==> src/rtl/package_settings.sv <==
// ---------------------------------------------------------------------------
// package_settings
//   Shared constants and types for the filter bank and its readout path.
//   - SIZE_FILTER_DATA : filter sample width (two's complement)
//   - NUM_FILTERS      : number of filter channels in the bank
//   - filt_sample_t    : signed filter sample
//   - rd_state_t       : readout scheduler FSM states
// ---------------------------------------------------------------------------
package package_settings;

    localparam int SIZE_FILTER_DATA = 16;
    localparam int NUM_FILTERS      = 21;

    typedef logic signed [SIZE_FILTER_DATA-1:0] filt_sample_t;

    typedef enum logic [0:0] {
        ST_IDLE,
        ST_SCAN
    } rd_state_t;

endpackage

==> src/rtl/filter_peak_hold.sv <==
// ---------------------------------------------------------------------------
// filter_peak_hold
//   Per-channel signed running maximum with snapshot-and-clear.
//   Ports:
//     clk, reset  : clock, async active-high reset
//     din         : channel sample this cycle (two's complement)
//     capture     : close the frame this cycle: snapshot the max (including
//                   din) and restart tracking from MIN
//     cur_max     : max(peak, din), combinational, used to preload the first
//                   readout word on the capture cycle
//     snap        : registered snapshot of the last closed frame
// ---------------------------------------------------------------------------
module filter_peak_hold
    import package_settings::*;
#(
    parameter int DATA_W = SIZE_FILTER_DATA
) (
    input  logic              clk,
    input  logic              reset,
    input  logic [DATA_W-1:0] din,
    input  logic              capture,
    output logic [DATA_W-1:0] cur_max,
    output logic [DATA_W-1:0] snap
);

    localparam logic [DATA_W-1:0] MIN = {1'b1, {(DATA_W-1){1'b0}}};

    logic [DATA_W-1:0] peak_q, peak_d;
    logic [DATA_W-1:0] snap_q, snap_d;

    always_comb begin
        cur_max = ($signed(din) > $signed(peak_q)) ? din : peak_q;
        // The capture-cycle sample belongs to the closing frame; the new
        // frame starts empty.
        peak_d  = capture ? MIN : cur_max;
        snap_d  = capture ? cur_max : snap_q;
    end

    always_ff @(posedge clk or posedge reset) begin
        if (reset) begin
            peak_q <= MIN;
            snap_q <= '0;
        end else begin
            peak_q <= peak_d;
            snap_q <= snap_d;
        end
    end

    assign snap = snap_q;

endmodule

==> src/rtl/filter_readout_sched.sv <==
// ---------------------------------------------------------------------------
// filter_readout_sched
//   Peak-hold and readout scheduler for the filter bank. Tracks the signed
//   maximum of every channel between triggers, snapshots on trigger, then
//   streams the enabled channels' peaks one per handshake.
//   Ports:
//     clk, reset     : clock, async active-high reset
//     ch_data        : per-channel filter samples
//     ch_mask        : channel enables, sampled on an accepted trigger
//     trigger        : frame trigger
//     clear_overrun  : clears the sticky overrun flag
//     out_valid/out_ready/out_data/out_ch/out_last : readout stream
//     busy           : readout in progress
//     frame_done     : one-cycle pulse after the final handshake
//     overrun        : sticky, trigger seen while busy
// ---------------------------------------------------------------------------
module filter_readout_sched
    import package_settings::*;
#(
    parameter int NUM_CH = NUM_FILTERS,
    parameter int DATA_W = SIZE_FILTER_DATA,
    parameter int CH_W   = $clog2(NUM_CH)
) (
    input  logic                           clk,
    input  logic                           reset,
    input  logic [NUM_CH-1:0][DATA_W-1:0]  ch_data,
    input  logic [NUM_CH-1:0]              ch_mask,
    input  logic                           trigger,
    input  logic                           clear_overrun,
    output logic                           out_valid,
    input  logic                           out_ready,
    output logic [DATA_W-1:0]              out_data,
    output logic [CH_W-1:0]                out_ch,
    output logic                           out_last,
    output logic                           busy,
    output logic                           frame_done,
    output logic                           overrun
);

    localparam logic [NUM_CH-1:0] ONE = {{(NUM_CH-1){1'b0}}, 1'b1};

    // Lowest set bit index; disabled channels are skipped in one step.
    function automatic logic [CH_W-1:0] lowest_bit(input logic [NUM_CH-1:0] m);
        logic [CH_W-1:0] idx;
        idx = '0;
        for (int i = NUM_CH-1; i >= 0; i--) begin
            if (m[i]) idx = CH_W'(i);
        end
        return idx;
    endfunction

    function automatic logic single_bit(input logic [NUM_CH-1:0] m);
        return (m != '0) && ((m & (m - ONE)) == '0);
    endfunction

    // ---------------------------------------------------------------
    // Per-channel peak hold
    // ---------------------------------------------------------------
    logic                          capture;
    logic [NUM_CH-1:0][DATA_W-1:0] cur_max_w;
    logic [NUM_CH-1:0][DATA_W-1:0] snap_w;

    rd_state_t         state_q, state_d;
    logic [NUM_CH-1:0] rem_q, rem_d;
    logic              out_valid_q, out_valid_d;
    logic [DATA_W-1:0] out_data_q, out_data_d;
    logic [CH_W-1:0]   out_ch_q, out_ch_d;
    logic              out_last_q, out_last_d;
    logic              busy_q, busy_d;
    logic              frame_done_q, frame_done_d;
    logic              overrun_q, overrun_d;

    // Triggers during SCAN never close a frame; tracking just continues.
    assign capture = trigger && (state_q == ST_IDLE);

    for (genvar g = 0; g < NUM_CH; g++) begin : g_ch
        filter_peak_hold #(.DATA_W(DATA_W)) u_peak (
            .clk     (clk),
            .reset   (reset),
            .din     (ch_data[g]),
            .capture (capture),
            .cur_max (cur_max_w[g]),
            .snap    (snap_w[g])
        );
    end

    // ---------------------------------------------------------------
    // Scheduler
    // ---------------------------------------------------------------
    logic [NUM_CH-1:0] rem_nx;
    logic [CH_W-1:0]   nxt_ch;

    always_comb begin
        state_d      = state_q;
        rem_d        = rem_q;
        out_valid_d  = out_valid_q;
        out_data_d   = out_data_q;
        out_ch_d     = out_ch_q;
        out_last_d   = out_last_q;
        busy_d       = busy_q;
        frame_done_d = 1'b0;
        overrun_d    = overrun_q;
        rem_nx       = '0;
        nxt_ch       = '0;

        if (clear_overrun) overrun_d = 1'b0;

        unique case (state_q)
            ST_IDLE: begin
                if (trigger) begin
                    rem_d = ch_mask;
                    if (ch_mask != '0) begin
                        // Snapshot registers load on this same edge, so the
                        // first word comes from the combinational max.
                        nxt_ch      = lowest_bit(ch_mask);
                        state_d     = ST_SCAN;
                        out_valid_d = 1'b1;
                        busy_d      = 1'b1;
                        out_ch_d    = nxt_ch;
                        out_data_d  = cur_max_w[nxt_ch];
                        out_last_d  = single_bit(ch_mask);
                    end else begin
                        frame_done_d = 1'b1;
                    end
                end
            end
            ST_SCAN: begin
                // Set wins over clear_overrun.
                if (trigger) overrun_d = 1'b1;
                // out_valid is always high in SCAN, so ready alone is a
                // handshake.
                if (out_ready) begin
                    rem_nx = rem_q & ~(ONE << out_ch_q);
                    rem_d  = rem_nx;
                    if (rem_nx == '0) begin
                        state_d      = ST_IDLE;
                        out_valid_d  = 1'b0;
                        busy_d       = 1'b0;
                        out_last_d   = 1'b0;
                        frame_done_d = 1'b1;
                    end else begin
                        nxt_ch     = lowest_bit(rem_nx);
                        out_ch_d   = nxt_ch;
                        out_data_d = snap_w[nxt_ch];
                        out_last_d = single_bit(rem_nx);
                    end
                end
            end
            default: state_d = ST_IDLE;
        endcase
    end

    always_ff @(posedge clk or posedge reset) begin
        if (reset) begin
            state_q      <= ST_IDLE;
            rem_q        <= '0;
            out_valid_q  <= 1'b0;
            out_data_q   <= '0;
            out_ch_q     <= '0;
            out_last_q   <= 1'b0;
            busy_q       <= 1'b0;
            frame_done_q <= 1'b0;
            overrun_q    <= 1'b0;
        end else begin
            state_q      <= state_d;
            rem_q        <= rem_d;
            out_valid_q  <= out_valid_d;
            out_data_q   <= out_data_d;
            out_ch_q     <= out_ch_d;
            out_last_q   <= out_last_d;
            busy_q       <= busy_d;
            frame_done_q <= frame_done_d;
            overrun_q    <= overrun_d;
        end
    end

    assign out_valid  = out_valid_q;
    assign out_data   = out_data_q;
    assign out_ch     = out_ch_q;
    assign out_last   = out_last_q;
    assign busy       = busy_q;
    assign frame_done = frame_done_q;
    assign overrun    = overrun_q;

endmodule

==> config.mk <==
export PLATFORM = sky130hd
export DESIGN_NAME = filter_readout_sched
export DESIGN_NICKNAME = d
export VERILOG_FILES = /design/src/rtl/package_settings.sv /design/src/rtl/filter_peak_hold.sv /design/src/rtl/filter_readout_sched.sv
export SDC_FILE = /design/constraint.sdc
export NUM_CORES = 2
export LEC_CHECK = 0
export ABC_AREA = 0
export BUFFER_PORTS_ARGS = -buffer_cell sky130_fd_sc_hd__buf_2
export CAP_MARGIN = 10
export CORE_MARGIN = 2
export CORE_UTILIZATION = 30
export CTS_CLUSTER_DIAMETER = 60
export DETAILED_ROUTE_END_ITERATION = 8
export PLACE_DENSITY_LB_ADDON = 0.12
export SYNTH_ARGS = -nofsm -noshare
export SYNTH_HDL_FRONTEND = slang
export SYNTH_SLANG_ARGS = --single-unit
==> constraint.sdc <==
create_clock -name clk -period 44.6 [get_ports clk]
set_input_delay 4.46 -clock clk [delete_from_list [all_inputs] [get_ports clk]]
set_output_delay 4.46 -clock clk [all_outputs]
set_load 0.05 [all_outputs]
# Word level (Yosys, flattened, before mapping)
# Index checks and enable logic that the tools add are counted.
# op_classes
n_shift	1
n_reduce_logical	12
muxes	130
n_eq_ne	5
add_sub_neg	2
bitwise_logic	5
order_cmp	23
# ops
cell	count
$mux 16	48
$gt 16x16->1	21
$mux 5	52
$bmux 16 s5	2
$and 21x21->21	3
$logic_not 21->1	3
$mux 21	2
$pmux 21 s2	1
$reduce_bool 21->1	2
$sub 21x1->21 const B	2
$pmux 16 s2	1
$not 21->21	1
$shl 1x5->21 const A	1
$mux 1	19
$lt 5x6->1 const B	2
$pmux 5 s2	1
$pmux 1 s2	4
$reduce_and 4->1	2
$ne 2x2->1 const B	3
$ne 2x1->1 const B	2
$logic_and 1x1->1	3
$reduce_and 3->1	1
$reduce_and 2->1	1
$not 1->1	1
# word_totals
regBits	719
output_inout_bits	26
wordCells	228
in_bits	362

# Depth between registers and ports, before layout
# depth
depth_word	32
mapped_depth	14
mapped_depth_nobuf	12

# By module
# A second synthesis with hierarchy kept.
# hier_totals
cells_unflattened	5804
hier_area_um2	47207.8
# by_module_without_submodules
module	instances	cells_per_inst	area_per_inst_um2
filter_peak_hold	21	199	1775.5
filter_readout_sched	1	1625	9923.3

# Least setup slack after synthesis
# OpenSTA, ideal clock, no wires.
# synth_path
kind	input -> register
from	input port ch_data[177] (netlist name)
to	register out_data_q[15], in the netlist out_data[15]
setup_ps	86
stages	12
n_path_buf	1
arrival_ps	7119
path_slack_ps	37396
path_cell_list	ha_1 > nor2b_1 > o21a_1 > o21a_1 > o21ai_0 > or4b_1 > nand2_1 > buf_4 > mux2i_1 > a221o_1 > a221o_1 > a32oi_1
# synth_between
elab_chain_len	7
# synth_lines
item	line	text
start, declared	filter_readout_sched.sv:26	input logic [NUM_CH-1:0][DATA_W-1:0] ch_data,
$gt 16x16->1	filter_peak_hold.sv:32	cur_max = ($signed(din) > $signed(peak_q)) ? din : peak_q;
$mux 16	filter_peak_hold.sv:32	
$bmux 16 s5	filter_readout_sched.sv:120	out_data_d = cur_max_w[nxt_ch];
$mux 16 (not written as such)	filter_readout_sched.sv:120	
$mux 16	filter_readout_sched.sv:112	if (ch_mask != '0) begin
$mux 16	filter_readout_sched.sv:110	if (trigger) begin
$pmux 16 s2	filter_readout_sched.sv:108	unique case (state_q)
end signal, assigned	filter_readout_sched.sv:168	out_data_q <= out_data_d;
end, declared	filter_readout_sched.sv:66	logic [DATA_W-1:0] out_data_q, out_data_d;
# No other way between the ends. The select of a mux whose other input is x is not followed.
# A chain may end at the register's enable or synchronous reset.

# Final worst setup path
# layout_path
from	input port trigger
to	register g_ch[4].u_peak.snap_q[1]
# layout_between
elab_chain_len	1
# layout_lines
item	line	text
start, declared	filter_readout_sched.sv:28	input logic trigger,
$logic_and 1x1->1	filter_readout_sched.sv:74	assign capture = trigger && (state_q == ST_IDLE);
end signal, assigned	filter_peak_hold.sv:45	snap_q <= snap_d;
end, declared	filter_peak_hold.sv:29	logic [DATA_W-1:0] snap_q, snap_d;
# No other way between the ends.

==> flow_summary.toml <==
[route]
wl_per_cell_um = 24.8
wl_met3_mm = 8.43
ant_nets = 0
drc_errors = 0
finalWirelength_mm = 172
dr.first_iter.drc_count = 2734
met1_length_mm = 77.4
wl_met2_mm = 80.9
drt_pass1_iterations = 5
highest_layer = "met5"
vias = 35700
via_per_inst = 5.16

[cts]
cts_tree = "done"
root_buffer = "clkbuf_16"
cts.sinks = 719
cts_max_level = 3
clockBufferDepth = 3
post_cts_resized = 0
path_clk_slew_ns = 0.06
cts_setup_buffers = 0
cts_made_buffers = 106
clk_latency_ns = 0.74
hold_buffers = 0

[logic_synthesis]
synthFlopType = "dfrtp_1"
syn_area_um2 = 42300
synth.most_common_cell = "dfrtp_1"
yosysTopAreaCell = "dfrtp_1"
postSynth.asyncResetShare_pct = 100
synth_common_cells = "dfrtp_1, nand2_1, o21ai_0"
synth_top_area_share_pct = 41.3
ys_types = 93
synth_edf_count = 0
syn-mean-instance-area_um2 = 9.22
ys_ff_latch = 719
synth_nets = 5289
syn-instance-count = 4591
synthTopCellsByArea = "dfrtp_1, ha_1, mux2i_1"
ys_warn_count = 0
ys_seq_area_share_pct = 42.6

[sta]
tightest_slew_ns = 1.17
tns_ns = 0
min_period_ns = 7.88
fin_crit_sh_pct = 17.7
hold_slack_ns = 0.477
relSlewSlack_pct = 21.9
rsz0062_at_grt = "false"
fmax_mhz = 127
hold_viol = 0
fin_skew_ns = 0.0367
final-setup-viol-count = 0
slew_viol_final = 0

[worst_setup_path]
cp.arrival_ns = 8.42
cp-end-kind = "flop"
crit_required_ns = 45.14
ff2ff_path_depth = 6
worstSetupPathType = "primary input to flop"
critPathMaxFanout = 123
start_kind = "primary input"

[placed_design]
gp_congestion = 0.905
numPortBuffers = 387
dpl.hpwl_mm = 132

[global_route]
grt.total_usage_pct = 23.4
grt_max_degree = 252
grt_pass1_vias = 35300
grt-ovfl-total = 0
antenna_found_initial = 11
grt_pass1_wl_mm = 250

[floorplan]
core_um2 = 140000
ios = 388
fp-row-count = 137
start_util_pct = 30.3
dieArea_um2 = 144000
die_y_um = 380
fp.dieW_um = 380

[min_path]
hp-class = "flop to flop"
whs_path_depth = 2

[layout]
syn_to_final_growth_pct = 18.5
drive_gt1_share_pct = 16.1
final_nets = 5649

[pwr]
leakagePower_nw = 24.5
max-vdd-ir-drop_mv = 0.0597
powerDensity_nw_per_um2 = 87.1

[run]
drv_cap = 0

[outcome]
status = "completed"
-- power breakdown --
| group | internal [W] | switching, W |
|---|---|---|
| logic | 0.000815 | 0.00153 |
| clock network | 0.000519 | 0.000345 |
| registers | 0.000979 | 0.000175 |
| total | 0.00231 | 0.00205 |
-- routing by layer --
metal,vias to the layer above,global-route usage (%)
met5,-,0
met2,972,38.3
met3,211,3.27
met4,6,6.98
li1,17000,-
met1,17600,31.9
-- sequential cells by signal, summed over array words and instances, names as in the netlist --
signal,flops
g_ch.u_peak.snap,336
state_q,1
g_ch.u_peak.peak_q,336
overrun,1
out_last,1
out_ch,5
rem_q,21
frame_done,1
busy,1
out_data,16
-- worst paths after layout --
kind                                                startpoint                             endpoint  slack, ns
setup reg to reg                             state_q$_DFF_PP0_   g_ch[4].u_peak.snap[1]$_DFFE_PP0P_      39.10
setup / recovery                                       trigger   g_ch[4].u_peak.snap[1]$_DFFE_PP0P_      36.72
max in group asynchronous                                reset   g_ch[8].u_peak.peak_q[9]$_DFF_PP0_      37.79
min in group asynchronous                                reset                    overrun$_DFF_PP0_       3.80
hold reg to reg            g_ch[14].u_peak.snap[9]$_DFFE_PP0P_  g_ch[14].u_peak.snap[9]$_DFFE_PP0P_       0.48
hold / removal             g_ch[14].u_peak.snap[9]$_DFFE_PP0P_  g_ch[14].u_peak.snap[9]$_DFFE_PP0P_       0.48
-- per-stage QoR --
step	util, %	cell area, µm²	power (W)	setup WS, ns	std cells
after global routing	35.9	50100	0.00466	36.32	6918
after floorplan	-	42300	0.00262	20.01	4591
after global placement	33.3	46600	0.00350	36.06	6719
final	35.9	50100	0.00437	36.72	6922
after detailed placement	33.3	46600	0.00351	35.98	6719
after CTS	35.9	50100	0.00439	36.79	6917
-- critical path: stages --
cell	delay [ns]
buf_2	0.16
nand2_4	0.64
buf_4	0.89
buf_4	0.93
buf_4	0.90
o21ai_0	0.24
-- cell type report --
type,instances,area (µm²)
tap,1876,2350
inverter,375,1420
sequential,719,18000
timing repair buffer,497,2810
fill,14400,89600
antenna,5,12.5
multi-input combinational,3252,22000
clock inverter,55,626
clock buffer,143,2950
-- cell families after synthesis --
group / Yosys count / share of synthesized area (%)
AO/OA/AOI/OAI: 1184 / 17.5
adder cells (fa/ha/maj): 339 / 10.0
buffers and inverters: 620 / 5.90
flip-flops: 719 / 42.6
multiplexers: 442 / 10.6
AND/OR/NAND/NOR: 1287 / 13.3
-- layout by cell type, fill, tap and decap left out, types with 109 or more instances in the layout --
cell and count:
a21oi_1 214, buf_2 387, clkbuf_16 109, dfrtp_1 698
ha_1 336, inv_1 374, mux2i_1 397, nand2_1 521
nor2_1 466, o21ai_0 484
Note: power is estimated with default switching activity, not from simulation.
